==> config.mk <==
export PLATFORM = sky130hd
export DESIGN_NAME = score_keeper
export DESIGN_NICKNAME = d
export VERILOG_FILES = /design/src/rtl/score_keeper.sv
export SDC_FILE = /design/constraint.sdc
export NUM_CORES = 1
export LEC_CHECK = 0
export ABC_AREA = 1
export CORE_ASPECT_RATIO = 0.7
export CORE_MARGIN = 5
export CORE_UTILIZATION = 30
export DETAILED_ROUTE_END_ITERATION = 12
export DONT_BUFFER_PORTS = 1
export PLACE_DENSITY = 0.43
export SLEW_MARGIN = 20
export SYNTH_ARGS = -nofsm -noshare
export SYNTH_HDL_FRONTEND = slang
export SYNTH_SLANG_ARGS = --single-unit
==> constraint.sdc <==
create_clock -name Clk -period 11.11 [get_ports Clk]
set_input_delay 0.5555 -clock Clk [delete_from_list [all_inputs] [get_ports Clk]]
set_output_delay 0.5555 -clock Clk [all_outputs]
set_load 0.01 [all_outputs]
==> src/rtl/score_keeper.sv <==
// score_keeper
//    Producer side of the score interface. Tracks the game state, detects
//    the bird clearing each pipe on frame ticks, and keeps per-pipe scores,
//    a BCD copy of the total and the session high score.
//
// Ports
//    Clk         in   system (pixel) clock
//    Reset       in   asynchronous active-low reset
//    frame_clk   in   vsync-rate level, its rising edge is the frame tick
//    start       in   start / restart request
//    dead        in   collision indication
//    bird_x      in   bird left-edge X
//    pipe1_x     in   pipe 1 left-edge X
//    pipe2_x     in   pipe 2 left-edge X
//    score1      out  pipes cleared via pipe 1
//    score2      out  pipes cleared via pipe 2
//    ones        out  BCD ones digit of score1 + score2
//    tens        out  BCD tens digit of score1 + score2
//    high_score  out  best total this power-on session
//    game_state  out  IDLE = 00, PLAYING = 01, DEAD = 10

module score_keeper #(
   parameter logic [9:0] PIPE_W    = 10'd60,
   parameter logic [6:0] MAX_SCORE = 7'd99
) (
   input  logic       Clk,
   input  logic       Reset,
   input  logic       frame_clk,
   input  logic       start,
   input  logic       dead,
   input  logic [9:0] bird_x,
   input  logic [9:0] pipe1_x,
   input  logic [9:0] pipe2_x,
   output logic [6:0] score1,
   output logic [6:0] score2,
   output logic [3:0] ones,
   output logic [3:0] tens,
   output logic [6:0] high_score,
   output logic [1:0] game_state
);

   typedef enum logic [1:0] {
      IDLE    = 2'b00,
      PLAYING = 2'b01,
      DEAD    = 2'b10
   } state_t;

   state_t     r_state;
   logic       r_framePrev;
   logic       r_arm1;
   logic       r_arm2;
   logic [6:0] r_score1;
   logic [6:0] r_score2;
   logic [3:0] r_ones;
   logic [3:0] r_tens;
   logic [6:0] r_highScore;

   logic       w_tick;
   logic       w_evalPass;
   logic       w_ahead1;
   logic       w_ahead2;
   logic       w_inc1;
   logic       w_inc2;
   logic [7:0] w_total;
   logic [7:0] w_max;
   logic       w_add1;
   logic       w_add2;
   logic [1:0] w_step;
   logic [3:0] w_onesNext;
   logic [3:0] w_tensNext;

   assign w_tick     = frame_clk & ~r_framePrev;
   assign w_evalPass = w_tick && (r_state == PLAYING);

   // Widened to 11 bits so a pipe near the right edge cannot wrap past the bird.
   assign w_ahead1 = ({1'b0, pipe1_x} + {1'b0, PIPE_W}) >= {1'b0, bird_x};
   assign w_ahead2 = ({1'b0, pipe2_x} + {1'b0, PIPE_W}) >= {1'b0, bird_x};

   assign w_inc1 = w_evalPass & ~w_ahead1 & r_arm1;
   assign w_inc2 = w_evalPass & ~w_ahead2 & r_arm2;

   assign w_total = {1'b0, r_score1} + {1'b0, r_score2};
   assign w_max   = {1'b0, MAX_SCORE};

   // Saturating arbitration: pipe 1 wins the last point when only one fits.
   always_comb begin
      w_add1 = 1'b0;
      w_add2 = 1'b0;
      if (w_inc1 && w_inc2) begin
         if ((w_total + 8'd2) <= w_max) begin
            w_add1 = 1'b1;
            w_add2 = 1'b1;
         end else if (w_total < w_max) begin
            w_add1 = 1'b1;
         end
      end else if (w_inc1 && (w_total < w_max)) begin
         w_add1 = 1'b1;
      end else if (w_inc2 && (w_total < w_max)) begin
         w_add2 = 1'b1;
      end
   end

   assign w_step = {1'b0, w_add1} + {1'b0, w_add2};

   // BCD digits advance alongside the binary scores so no divider is needed.
   always_comb begin
      w_onesNext = r_ones;
      w_tensNext = r_tens;
      case (w_step)
         2'd1: begin
            if (r_ones == 4'd9) begin
               w_onesNext = 4'd0;
               w_tensNext = r_tens + 4'd1;
            end else begin
               w_onesNext = r_ones + 4'd1;
            end
         end
         2'd2: begin
            if (r_ones >= 4'd8) begin
               w_onesNext = r_ones - 4'd8;
               w_tensNext = r_tens + 4'd1;
            end else begin
               w_onesNext = r_ones + 4'd2;
            end
         end
         default: begin
            w_onesNext = r_ones;
            w_tensNext = r_tens;
         end
      endcase
   end

   // State machine, pass arming and score registers. Entry into PLAYING is
   // written last so its clear overrides any score update in the same edge.
   always_ff @(posedge Clk or negedge Reset) begin
      if (!Reset) begin
         r_state     <= IDLE;
         r_framePrev <= 1'b0;
         r_arm1      <= 1'b0;
         r_arm2      <= 1'b0;
         r_score1    <= 7'd0;
         r_score2    <= 7'd0;
         r_ones      <= 4'd0;
         r_tens      <= 4'd0;
         r_highScore <= 7'd0;
      end else begin
         r_framePrev <= frame_clk;

         if (w_evalPass) begin
            if (w_ahead1)
               r_arm1 <= 1'b1;
            else if (r_arm1)
               r_arm1 <= 1'b0;
            if (w_ahead2)
               r_arm2 <= 1'b1;
            else if (r_arm2)
               r_arm2 <= 1'b0;
         end

         if (w_add1)
            r_score1 <= r_score1 + 7'd1;
         if (w_add2)
            r_score2 <= r_score2 + 7'd1;
         r_ones <= w_onesNext;
         r_tens <= w_tensNext;

         case (r_state)
            IDLE: begin
               if (start) begin
                  r_state  <= PLAYING;
                  r_arm1   <= 1'b0;
                  r_arm2   <= 1'b0;
                  r_score1 <= 7'd0;
                  r_score2 <= 7'd0;
                  r_ones   <= 4'd0;
                  r_tens   <= 4'd0;
               end
            end
            PLAYING: begin
               // High score uses the pre-increment total of this edge.
               if (dead) begin
                  r_state <= DEAD;
                  if (w_total > {1'b0, r_highScore})
                     r_highScore <= w_total[6:0];
               end
            end
            DEAD: begin
               if (start) begin
                  r_state  <= PLAYING;
                  r_arm1   <= 1'b0;
                  r_arm2   <= 1'b0;
                  r_score1 <= 7'd0;
                  r_score2 <= 7'd0;
                  r_ones   <= 4'd0;
                  r_tens   <= 4'd0;
               end
            end
            default: r_state <= IDLE;
         endcase
      end
   end

   assign score1     = r_score1;
   assign score2     = r_score2;
   assign ones       = r_ones;
   assign tens       = r_tens;
   assign high_score = r_highScore;
   assign game_state = r_state;

endmodule
## After elaboration in Yosys (flattened, before gate mapping)

Index checks and enable logic that the tools add are counted.

| storage, ports and cells | value |
|---|---|
| register bits | 34 |
| input port bits | 35 |
| output and inout port bits | 31 |
| word-level logic and storage cells | 84 |

| operators by class | value |
|---|---|
| add/sub/neg operators | 11 |
| magnitude comparators | 6 |
| equality and inequality tests | 7 |
| multiplexer cells | 35 |
| bitwise logic cells | 8 |
| reduce and logical (&&, ||, !) cells | 8 |

Operators by type and width:

| cell | number |
|---|---|
| 7-bit two-way mux | 6 |
| 4-bit two-way mux | 8 |
| 10-bit by 6-bit adder with 11-bit output (second input constant) | 2 |
| 11-bit by 10-bit greater-or-equal comparator with 1-bit output | 2 |
| 1-bit two-way mux | 16 |
| 4-bit case mux with 2 select lines | 2 |
| 7-bit by 1-bit adder with 7-bit output (second input constant) | 2 |
| 4-bit by 1-bit adder with 4-bit output (second input constant) | 2 |
| 7-bit by 7-bit adder with 8-bit output | 1 |
| 8-bit by 2-bit adder with 8-bit output (second input constant) | 1 |
| 8-bit by 7-bit greater-than comparator with 1-bit output | 1 |
| 8-bit by 7-bit less-or-equal comparator with 1-bit output (second input constant) | 1 |
| 8-bit by 7-bit < comparator with 1-bit output (second input constant) | 1 |
| 1-bit bitwise AND | 5 |
| 4-bit by 2-bit adder with 4-bit output (second input constant) | 1 |
| 2-bit by 1-bit equality test with 1-bit output (second input constant) | 2 |
| 2-bit equality test (second input constant) | 2 |
| 4-bit equality test (second input constant) | 1 |
| 4-bit greater-or-equal comparator (second input constant) | 1 |
| 1-bit logical AND | 4 |
| 2-bit two-way mux | 2 |
| 2-bit case mux with 2 select lines | 1 |
| 4-bit subtractor (second input constant) | 1 |
| 1-bit inverter | 3 |
| other kinds (7) | 7 |

## Longest topological paths before layout

Gate-level depths: netlist of run 1.

| depth | value |
|---|---|
| word-level depth | 14 |
| gate-level depth with buffers | 24 |

## Least setup slack after synthesis of run 1

Ideal clock, no wire load.

| path | value |
|---|---|
| path type | register to register |
| start | register r_score1[0], in the netlist score1[0] |
| end | register r_tens[2], in the netlist tens[2] |
| library setup time | 0.139 ns |
| data arrival time | 3.395 ns |
| required time | 10.971 ns |
| path slack | 7.577 ns |
| cell stages (with the launch flop) | 24 |
| buffers on the path | 1 |
| cell sequence | dfrtp_1 ha_1 fa_1 or2_1 nand2_1 inv_2 ha_1 inv_1 nand3_1 nand3_1 nand2_1 nand3_1 nand2_1 nand2_1 nand2_2 nand2_4 buf_8 ha_1 nand2_1 inv_1 nor3_1 inv_1 o21ai_0 a21oi_1 |

| on the way | value |
|---|---|
| longest elaborated chain between the ends | 11 |
| elaborated cells on any way between the ends | 20 |
| classes of those cells | add/sub: 3; order compare: 2; eq/ne: 2; mux: 11; reduce/logical: 2 |

Ends and longest elaborated chain:

| what | RTL line | text |
|---|---|---|
| start: declaration | 52 | `logic [6:0] r_score1;` |
| start signal: assignment | 161 | `r_score1 <= r_score1 + 7'd1;` |
| 7-bit by 7-bit adder with 8-bit output * | 82 | `assign w_total = {1'b0, r_score1} + {1'b0, r_score2};` |
| net w_total[2] | 64 | `logic [7:0] w_total;` |
| parallel branches: the longest is 5 deep, another holds 8-bit by 2-bit adder with 8-bit output | -- |  |
| 1-bit by 1-bit adder with 2-bit output * | 103 | `assign w_step = {1'b0, w_add1} + {1'b0, w_add2};` |
| 2-bit equality test or 2-bit by 1-bit equality test with 1-bit output (tied branches) | 109 | `case (w_step)` |
| 4-bit case mux with 2 select lines * | 109 |  |
| 4-bit two-way mux | 169, 188 |  |
| 4-bit two-way mux * | -- |  |
| end signal: assignment | 165 | `r_tens <= w_tensNext;` |
| end: declaration | 55 | `logic [3:0] r_tens;` |

Mark *: on every way through the listed nets, which the timed path passes.
A chain may end at the register's enable or synchronous reset.

## Worst setup path after layout of run 1

Same ends and word-level chain as after synthesis.

==> results of run 1 <==
-- cell type report --
cell class / count / area [um^2]
fill: 1126 / 6930
multi-input combinational: 352 / 2090
sequential: 34 / 851
inverter: 75 / 282
tap: 132 / 165
clock buffer: 5 / 125
timing repair buffer: 1 / 20.0
clock inverter: 2 / 10.0
-- sequential cells by signal (all words and copies together), names as in the netlist --
name         count
r_arm2           1
high_score       7
score1           7
game_state       2
score2           7
ones             4
r_arm1           1
r_framePrev      1
tens             4
-- worst min-delay path by stage --
stage | startpoint | endpoint | slack, ns | cells after the start
floorplan | Reset | game_state[0] | 0.26 | 0
global placement | Reset | score1[4] | 0.26 | 0
detailed placement | Reset | score1[4] | 0.26 | 0
CTS | Reset | score1[4] | 0.11 | 1
global route | Reset | score1[4] | 0.12 | 1
finish | Reset | score1[4] | 0.10 | 1
-- per-stage QoR --
stage / cell area, um^2 / hold WS (ns) / worst slack [ns] / std cells / power [mW]
6_report: 3540 / 0.103 / 7.10 / 601 / 0.343
2_1_floorplan: 3250 / 0.260 / 7.58 / 465 / 0.190
5_1_grt: 3540 / 0.116 / 6.79 / 601 / 0.366
3_5_place_dp: 3380 / 0.261 / 7.03 / 593 / 0.207
3_3_place_gp: 3380 / 0.261 / 7.11 / 593 / 0.207
4_1_cts: 3540 / 0.110 / 7.09 / 601 / 0.350
-- cells by family after synthesis --
group	after synthesis
compound gates	75
xor+xnor	11
simple gates	222
buf+inv	79
fa+ha+maj	44
flops	34
-- worst max-delay path: stages (launching register included) --
cell and delay, ns:
dfrtp_1 0.48, ha_1 0.29, fa_1 0.42, or2_1 0.22, nand2_1 0.11, inv_2 0.06
ha_1 0.30, inv_1 0.09, nand3_1 0.08, nand3_1 0.08, nand2_1 0.05, nand3_1 0.07
nand2_1 0.05, nand2_1 0.08, nand2_2 0.09, nand2_2 0.24, ha_1 0.34, nand2_1 0.12
inv_1 0.06, nor3_1 0.30, inv_1 0.10, o21ai_0 0.16, a21oi_1 0.08
-- cell usage in the layout, fill, tap and decap left out, drive strengths merged --
cell type  instances
a21oi             34
fa                 1
nand2            101
or2                3
nor2              56
o211ai             1
ha                43
nor4               2
a21o               1
nand2b             1
nor3b              2
a211oi             4
nand4             12
nor3               2
buf                1
xnor2              4
o21a               1
xor2               7
nand3             43
o21ai             26
o21bai             1
dfrtp             34
clkinv             3
a31oi              4
clkbuf             5
o22ai              1
a31o               1
inv               74
o31ai              1
-- power by group through the flow --
stage          Sequential [mW]  Combinational (mW)  Clock [mW]
2_1_floorplan            0.137              0.0530           0
3_3_place_gp             0.140              0.0673           0
3_5_place_dp             0.140              0.0672           0
4_1_cts                  0.138              0.0715       0.141
5_1_grt                  0.138              0.0831       0.145
6_report                 0.137              0.0703       0.135
-- repair_timing --
item | CTS | global route
hold endpoints to repair | 34 | 0
gates resized for setup | 0 | 0
hold buffers | 1 | 0
-- per-layer routing --
metal | vias up | GRT usage | wire, um
li1 | 1548 | - | -
met1 | 1326 | 0.212 | 4770
met2 | 58 | 0.184 | 3490
met3 | 4 | 0.0481 | 634
met4 | 0 | 0.0235 | 44
met5 | - | 0 | 0
==> reports/metrics.yaml, run 1 <==
drt_iter0_drc: 145
slew-limit-headroom: 0.603
status: "complete, no violations"
syn-mean-instance-area_um2: 7.00
clock_power_share: 0.395
p_leak_nw: 1.83
rsz0062_at_grt: "no"
p_sw_mw: 0.106
yosysWarningCount: 0
start_kind: "flop"
final.min_clock_period_ns: 4.01
synth.most_common_cell: "nand2_1"
synth_area_leader_cell: "dfrtp_1"
io_pins: 66
clk_pin_slew_ns: 0.06
fin_crit_sh: 0.361
p_per_area_mw_per_mm2: 96.9
routed_wl_mm: 8.94
worst-setup-path-type: "reg2reg"
synth_seq_area_share: 0.261
synth_top_family_by_area: "simple AND/OR/NAND/NOR gates"
ir_drop_mv: 0.0454
diodes: 0
fin_skew_ns: 0.00349
yosys_most_used_dff: "dfrtp_1"
grt_antenna_before_repair: 0
synth_compound_area_frac: 0.133
grt_pass1_vias: 2787
startpoint: "score1[0]"
track_usage: 0.138
r2r-end: "tens[2]"
pwr-share-seq: 0.401
synth_edf_count: 0
fmax_mhz: 249
cp-end-kind: "flop"
fp.dieW_um: 134
cap_violations: 0
syn_nets: 544
netlist_area_mm2: 0.00325
worst-path-max-fanout: 12
grt_pass1_wl_mm: 14.7
setup-violations-final: 0
post-cts-setup-buffers: 0
worstPathArrival_ns: 4.15
fp-row-count: 31
start_util: 0.311
slew_violations: 0
synthAdderAreaFrac: 0.171
place_congestion: 0.853
pwr-share-comb: 0.205
final_util: 0.338
vias: 2936
tightest_slew_ns: 0.592
insertion_delay_ns: 0.28
ys_seq_elements: 34
synth-simple-area-share: 0.307
ctsRootBufferMaster: "clkbuf_16"
endpoint: "tens[2]"
cts_max_path_buffers: 2
hold_path.class: "in2async"
routed_via_density: 4.89
syn_inst: 465
cts_made_buffers: 5
hpwlAfterDp_mm: 7.27
swShare: 0.308
synth_top_area_share: 0.261
areaGrowthSynthToFinish_pct: 8.77
reg2reg_setup_slack_ns: 7.10
synth_mux_area_frac: 0
cts_tree: "done"
intPower_mw: 0.237
reg2reg_depth: 22
core_mm2: 0.0105
cts_sinks: 34
fp.dieH_um: 97.1
postRouteAntennaNets: 0
synth_area_leaders: "dfrtp_1 26%, ha_1 17%, nand2_1 10%"
post-route-drc-count: 0
cts_max_level: 2
synth_cell_type_count: 40
synth_common_cells: "91 x nand2_1, 69 x inv_1, 54 x nor2_1"
tns_ns: 0
finalHoldViolations: 0
async_flop_share: 1.00
synthXorXnorAreaFrac: 0.0296
die-area_mm2: 0.0131
drive_gt1_frac: 0.0832
grt_overflow: 0
final_net_count: 548
first_pass_iters: 4
critPathRequiredTime_ns: 11.25
r2r-start: "score1[0]"
wl_per_cell_um: 14.9
grt_max_degree: 35
io_buffer_count: 0
Note: power is estimated with default switching activity, not from simulation.
==> inputs of run 2 (changes only) <==
ABC_AREA = 0   (was 1)
clock period = 4 ns   (was 11.11 ns; I/O delays follow)
==> run 2 against run 1 <==
Non-clock buffer count is 24 higher. Sequential power grew to 2.7 times the previous value. Die area is 0.14% lower. Final area is 9.4% higher. Combinational power is 140% higher. Utilization is 3.2 points higher. Clock skew is 0.0052 ns higher. Critical path depth is 8 lower. Final cell count is 14% lower.
==> reports/metrics.yaml, run 2 <==
first_pass_iters: 5  # was 4
worst-path-max-fanout: 7  # was 12
grt_pass1_wl_mm: 14.2  # was 14.7 mm
fp.dieW_um: 134  # about the same
fill_cells: 1065  # was 1,126
power_mw: 0.981  # was 0.343 mW
synth_area_leaders: "dfrtp_1 26%, ha_1 17%, inv_1 4.0%"  # was dfrtp_1 26%, ha_1 17%, nand2_1 10%
start_util: 0.310  # was 0.311
synth_common_cells: "43 x ha_1, 35 x inv_1, 34 x dfrtp_1"  # was 91 x nand2_1, 69 x inv_1, 54 x nor2_1
status: "complete, no violations"  # unchanged
synth_top_area_share: 0.262  # was 0.261
fp-row-count: 31  # unchanged
cpPeakStageDelay_ns: 0.49  # was 0.48 ns
post-route-drc-count: 0  # unchanged
drt_iter0_drc: 114  # was 145
postRouteAntennaNets: 0  # unchanged
drive_gt1_frac: 0.233  # was 0.0832
ctsRootBufferMaster: "clkbuf_16"  # unchanged
synth_area_leader_cell: "dfrtp_1"  # unchanged
fin_skew_ns: 0.00871  # was 0.00349 ns
multi_input_area_mm2: 0.00235  # was 0.00209 mm^2
tightest_slew_ns: 0.544  # was 0.592 ns
diodes: 0  # unchanged
hpwlAfterDp_mm: 6.97  # was 7.27 mm
start_kind: "flop"  # unchanged
holdPathStages: 1
cts_tree: "done"  # unchanged
cts_max_level: 2  # unchanged
cap_violations: 0  # unchanged
place_inst: 503  # was 593
slew_violations: 0  # unchanged
routed_via_density: 5.40  # was 4.89
p_leak_nw: 1.74  # was 1.83 nW
finalNonFillerCells: 519  # was 601
wl_per_cell_um: 16.9  # was 14.9 um
synth_cell_type_count: 73  # was 40
worstPathArrival_ns: 3.98  # was 4.15 ns
syn-mean-instance-area_um2: 9.03  # was 7.00 um^2
layout.area.seq_um2: 851  # unchanged
io_buffer_count: 0  # unchanged
ys_seq_elements: 34  # unchanged
cp_cell_sequence: "ha_4 -> fa_2 -> xor2_4 -> ha_4 -> o21a_1 -> a31oi_2 -> o311a_1 -> o31ai_4 -> inv_2 -> ha_4 -> o41a_1 -> a21oi_1 -> or4b_4 -> a21oi_2"  # was ha_1 -> fa_1 -> or2_1 -> nand2_1 -> inv_2 -> ha_1 -> inv_1 -> nand3_1 -> nand3_1 -> nand2_1 -> nand3_1 -> nand2_1 -> nand2_1 -> nand2_2 -> nand2_2 -> ha_1 -> nand2_1 -> inv_1 -> nor3_1 -> inv_1 -> o21ai_0 -> a21oi_1
netlist_area_mm2: 0.00325  # about the same
slew-limit-headroom: 0.638  # was 0.603
slowest_stage: "or4b_4"  # was dfrtp_1
core_mm2: 0.0105  # unchanged
setup-violations-final: 0  # unchanged
die-area_mm2: 0.0130  # was 0.0131 mm^2
grt_overflow: 0  # unchanged
synth.most_common_cell: "ha_1"  # was nand2_1
cts_max_path_buffers: 2  # unchanged
worst-setup-path-type: "reg2reg"  # unchanged
track_usage: 0.134  # was 0.138
yosys_most_used_dff: "dfrtp_1"  # unchanged
synth_seq_area_share: 0.262  # was 0.261
cts_sinks: 34  # unchanged
final_net_count: 465  # was 548
fin_crit_sh: 0.942  # was 0.361
routed_wl_mm: 8.76  # was 8.94 mm
reg2reg_depth: 14  # was 22
clk_pin_slew_ns: 0.06  # about the same
grt_antenna_before_repair: 0  # unchanged
tns_ns: 0  # unchanged
fmax_mhz: 265  # was 249 MHz
synth_edf_count: 0  # unchanged
cts_made_buffers: 5  # unchanged
final.min_clock_period_ns: 3.77  # was 4.01 ns
io_pins: 66  # unchanged
async_flop_share: 1.00  # unchanged
path_common_cell: "ha_4"  # was nand2_1
whs_ns: 0.0234  # was 0.103 ns
critPathRequiredTime_ns: 4.22  # was 11.25 ns
finalHoldViolations: 0  # unchanged
grt_max_degree: 35  # unchanged
yosysWarningCount: 0  # unchanged
insertion_delay_ns: 0.29  # was 0.28 ns
fp.dieH_um: 97.1  # about the same
vias: 2803  # was 2,936
grt_pass1_vias: 2690  # was 2,787
areaGrowthSynthToFinish_pct: 19.1  # was 8.77%
hold_path.class: "in2reg"  # was in2async
syn_inst: 360  # was 465
layout_commonest_cell: "ha_1"  # was nand2_1
place_congestion: 0.831  # was 0.853
syn_nets: 439  # was 544
ir_drop_mv: 0.142  # was 0.0454 mV
p_per_area_mw_per_mm2: 253  # was 96.9 mW/mm^2
cp-end-kind: "flop"  # unchanged
final_cell_mix: "38 x ha_1, 34 x dfrtp_1, 33 x inv_1"  # was 91 x nand2_1, 69 x inv_1, 54 x nor2_1
==> run 2: cell types whose count changed after synthesis, sizes merged, moves of 6 or more <==
cell,change
a21oi,-13
inv,-39
mux2,+8
nand2,-82
nand3,-32
nor2,-28
or3,+6
==> run 2: cells by family (layout without fill, tap and decap cells) <==
| logic type | count (synthesis) | after routing | share of synthesized area |
|---|---|---|---|
| buffers and inverters | 41 | 68 | 0.0524 |
| XOR/XNOR | 14 | 14 | 0.0377 |
| multiplexers | 10 | 10 | 0.0339 |
| adder cells (fa/ha/maj) | 44 | 44 | 0.172 |
| AND/OR/NAND/NOR | 114 | 114 | 0.202 |
| AO/OA/AOI/OAI | 103 | 103 | 0.240 |
| flip-flops | 34 | 34 | 0.262 |
==> run 2: worst paths after layout <==
| kind | startpoint | to | slack, ns |
|---|---|---|---|
| setup / recovery | score1[0] | ones[3] | 0.23 |
| hold / removal | dead | game_state[0] | 0.02 |
| setup reg to reg | score1[0] | ones[3] | 0.23 |
| hold reg to reg | r_arm2 | r_arm2 | 0.52 |
| max in group asynchronous | Reset | high_score[0] | 3.44 |
| min in group asynchronous | Reset | ones[3] | 0.36 |
==> run 2: worst max-delay path: cells and delay by family, from the launching register on <==
kind / cells / cell delay (ns)
compound gates: 7 / 1.35
xor+xnor: 1 / 0.19
fa+ha+maj: 4 / 1.20
buf+inv: 1 / 0.07
flops: 1 / 0.41
simple gates: 1 / 0.49
==> run 2: what timing repair did <==
item	4_1_cts	5_1_grt
endpoints found under the setup margin	0	5
hold endpoints to repair	35	0
hold buffers	3	0
setup buffers	0	5
gates resized for setup	0	13
==> run 2: metal layers <==
metal	up-vias	GRT usage	wire length [um]	part of all wire
li1	1395	-	-	-
met2	60	0.190	3600	0.41
met5	-	0	0	0
met4	0	0.0344	110	0.013
met1	1339	0.191	4480	0.51
met3	9	0.0471	574	0.066
==> run 2: cell type report <==
class	instances	area share
multi-input cells	285	0.608
flip-flops and latches	34	0.220
repair buffers	25	0.0530
clock buffers	8	0.0430
well taps	132	0.0427
inverters	35	0.0339
==> run 2: power by group <==
part           switching, mW  total [mW]  internal, mW
Clock                  0.156       0.439         0.282
Sequential            0.0160       0.373         0.357
Combinational         0.0960       0.169        0.0733
==> run 2: stage by stage <==
step	setup slack, ns	utilization	area (um^2)
final	0.231	0.370	3870
after global routing	-0.0168	0.370	3870
after CTS	0.159	0.359	3760
after detailed placement	0.0959	0.339	3550
after global placement	0.157	0.339	3550
after floorplan	0.0466	-	3300
==> inputs of run 3 (changes only) <==
CORE_MARGIN = 4   (was 5)
MAX_ROUTING_LAYER = met4   (was not set)
==> run 3 against run 2 <==
Critical path depth is 1 higher. Fmax is 0.90% lower. Final cell count is 0.77% lower. Sequential power hardly changed. Flip-flop and latch count stayed put. Clock power is 8.9% lower. Final area is 3.1% lower. Worst hold slack better by 0.0038 ns. Sequential share of layout area is 0.70 points higher. Largest cell class unchanged.
==> reports/metrics.yaml, run 3 (same netlist as run 2, synthesis figures left out) <==
cp-end-kind: "flop"  # unchanged
reg2reg_setup_slack_ns: 0.20  # was 0.23 ns
p_leak_nw: 1.71  # was 1.74 nW
tns_ns: 0  # unchanged
drive_gt1_frac: 0.201  # was 0.233
critPathRequiredTime_ns: 4.19  # was 4.22 ns
first_pass_iters: 4  # was 5
start_kind: "flop"  # unchanged
cts_max_level: 2  # unchanged
rsz0062_at_grt: "yes"
die-area_mm2: 0.0126  # was 0.0130 mm^2
grt_max_degree: 35  # unchanged
slew-limit-headroom: 0.632  # was 0.638
hold_path.class: "in2reg"  # unchanged
cts_max_path_buffers: 2  # unchanged
start_util: 0.310  # unchanged
final_cell_mix: "40 x ha_1, 34 x inv_1, 34 x dfrtp_1"  # was 38 x ha_1, 34 x dfrtp_1, 33 x inv_1
routed_via_density: 5.19  # was 5.40
r2r-end: "tens[3]"  # was ones[3]
wl_per_cell_um: 16.6  # was 16.9 um
fp-row-count: 31  # unchanged
fin_skew_ns: 0.00271  # was 0.00871 ns
setup-violations-final: 0  # unchanged
track_usage: 0.143  # was 0.134
io_buffer_count: 0  # unchanged
final.min_clock_period_ns: 3.80  # was 3.77 ns
insertion_delay_ns: 0.28  # was 0.29 ns
areaGrowthSynthToFinish_pct: 15.4  # was 19.1%
hpwlAfterDp_mm: 6.70  # was 6.97 mm
worst-path-max-fanout: 7  # unchanged
cts_sinks: 34  # unchanged
tightest_slew_ns: 0.552  # was 0.544 ns
p_per_area_mw_per_mm2: 250  # was 253 mW/mm^2
fill_cells: 1105  # was 1,065
grt_overflow: 0  # unchanged
grt_pass1_wl_mm: 13.9  # was 14.2 mm
fp.dieW_um: 132  # was 134 um
worstPathArrival_ns: 3.99  # was 3.98 ns
ir_drop_mv: 0.124  # was 0.142 mV
diodes: 0  # unchanged
status: "complete, no violations"  # unchanged
layout.area.seq_um2: 851  # unchanged
whs_ns: 0.0271  # was 0.0234 ns
core_mm2: 0.0105  # unchanged
postRouteAntennaNets: 0  # unchanged
post-route-drc-count: 0  # unchanged
vias: 2672  # was 2,803
r2r-start: "score1[0]"  # unchanged
cap_violations: 0  # unchanged
worst-setup-path-type: "reg2reg"  # unchanged
cts_tree: "done"  # unchanged
slew_violations: 0  # unchanged
whs_endpoint: "game_state[0]"  # unchanged
dpl_cell_area_mm2: 0.00355  # unchanged
min-delay-start: "dead"  # unchanged
io_pins: 66  # unchanged
multi_input_area_mm2: 0.00228  # was 0.00235 mm^2
final.setup.worst_slack_ns: 0.197  # was 0.231 ns
fin_crit_sh: 0.951  # was 0.942
fmax_mhz: 263  # was 265 MHz
reg2reg_depth: 15  # was 14
routed_wl_mm: 8.56  # was 8.76 mm
holdPathStages: 1  # unchanged
fp.dieH_um: 95.1  # was 97.1 um
drt_iter0_drc: 83  # was 114
grt_antenna_before_repair: 0  # unchanged
final_net_count: 461  # was 465
finalHoldViolations: 0  # unchanged
layout_commonest_cell: "ha_1"  # unchanged
place_congestion: 0.853  # was 0.831
pre_cts_ws_ns: -0.0833  # was 0.0959 ns
grt_pass1_vias: 2606  # was 2,690
stdcell_area_mm2: 0.00375  # was 0.00387 mm^2
ctsRootBufferMaster: "clkbuf_16"  # unchanged
clk_pin_slew_ns: 0.06  # about the same
cts_made_buffers: 5  # unchanged
## run 3: changes by cell type in the layout (fill, tap and decap cells not counted), sizes merged
cell,delta
buf,-4
clkbuf,-1
clkinv,+1
## run 3: critical path, stage by stage (launching register included)
cell and delay [ns]:
dfrtp_1 0.37, ha_1 0.22, fa_2 0.39, a211oi_2 0.27, nor2_1 0.10, nor2_2 0.22, a31oi_1 0.14, o311a_1 0.41
o31ai_4 0.19, inv_1 0.10, ha_4 0.31, nor4b_1 0.24, nor2_1 0.09, nor3_2 0.23, a41oi_1 0.15, a311oi_1 0.25
## run 3: power by group
group | switching, mW | total, mW | internal, mW
clock network | 0.153 | 0.400 | 0.247
logic | 0.0957 | 0.167 | 0.0716
registers | 0.0149 | 0.372 | 0.357
## run 3: layout make-up
cell class	count	area share
Timing Repair Buffer	21	0.0467
Sequential cell	34	0.227
Inverter	35	0.0350
Clock buffer	7	0.0380
Multi-Input combinational cell	285	0.608
Tap cell	132	0.0440
Clock inverter	1	0.00133
## run 3: how the worst max path moves through the flow
stage                     startpoint  depth (start not counted)       to
final                      score1[0]                         15  tens[3]
after global routing       score1[0]                         15  tens[3]
after CTS                  score1[0]                         14  tens[3]
after detailed placement  pipe1_x[3]                         18  tens[3]
after global placement    pipe1_x[3]                         18  tens[3]
after floorplan           pipe1_x[3]                         19  tens[3]
## run 3: repair_timing
action	in CTS	in global routing
endpoints found under the hold margin	35	0
resized for setup	0	1
setup endpoints to repair	0	3
hold buffers	3	0
setup buffers	0	1
## run 3: metal layers
layer | part of all wire | GRT usage
met1 | 0.54 | 0.204
met2 | 0.40 | 0.194
met3 | 0.059 | 0.0480
met4 | 0.0074 | 0.0311
met5 | 0 | -
## run 3: per-stage QoR
stage / instances / power (mW) / utilization
3_5_place_dp: 503 / 0.536 / 0.339
3_3_place_gp: 503 / 0.534 / 0.339
6_report: 515 / 0.939 / 0.358
4_1_cts: 514 / 0.955 / 0.357
2_1_floorplan: 360 / 0.496 / -
5_1_grt: 515 / 0.997 / 0.358
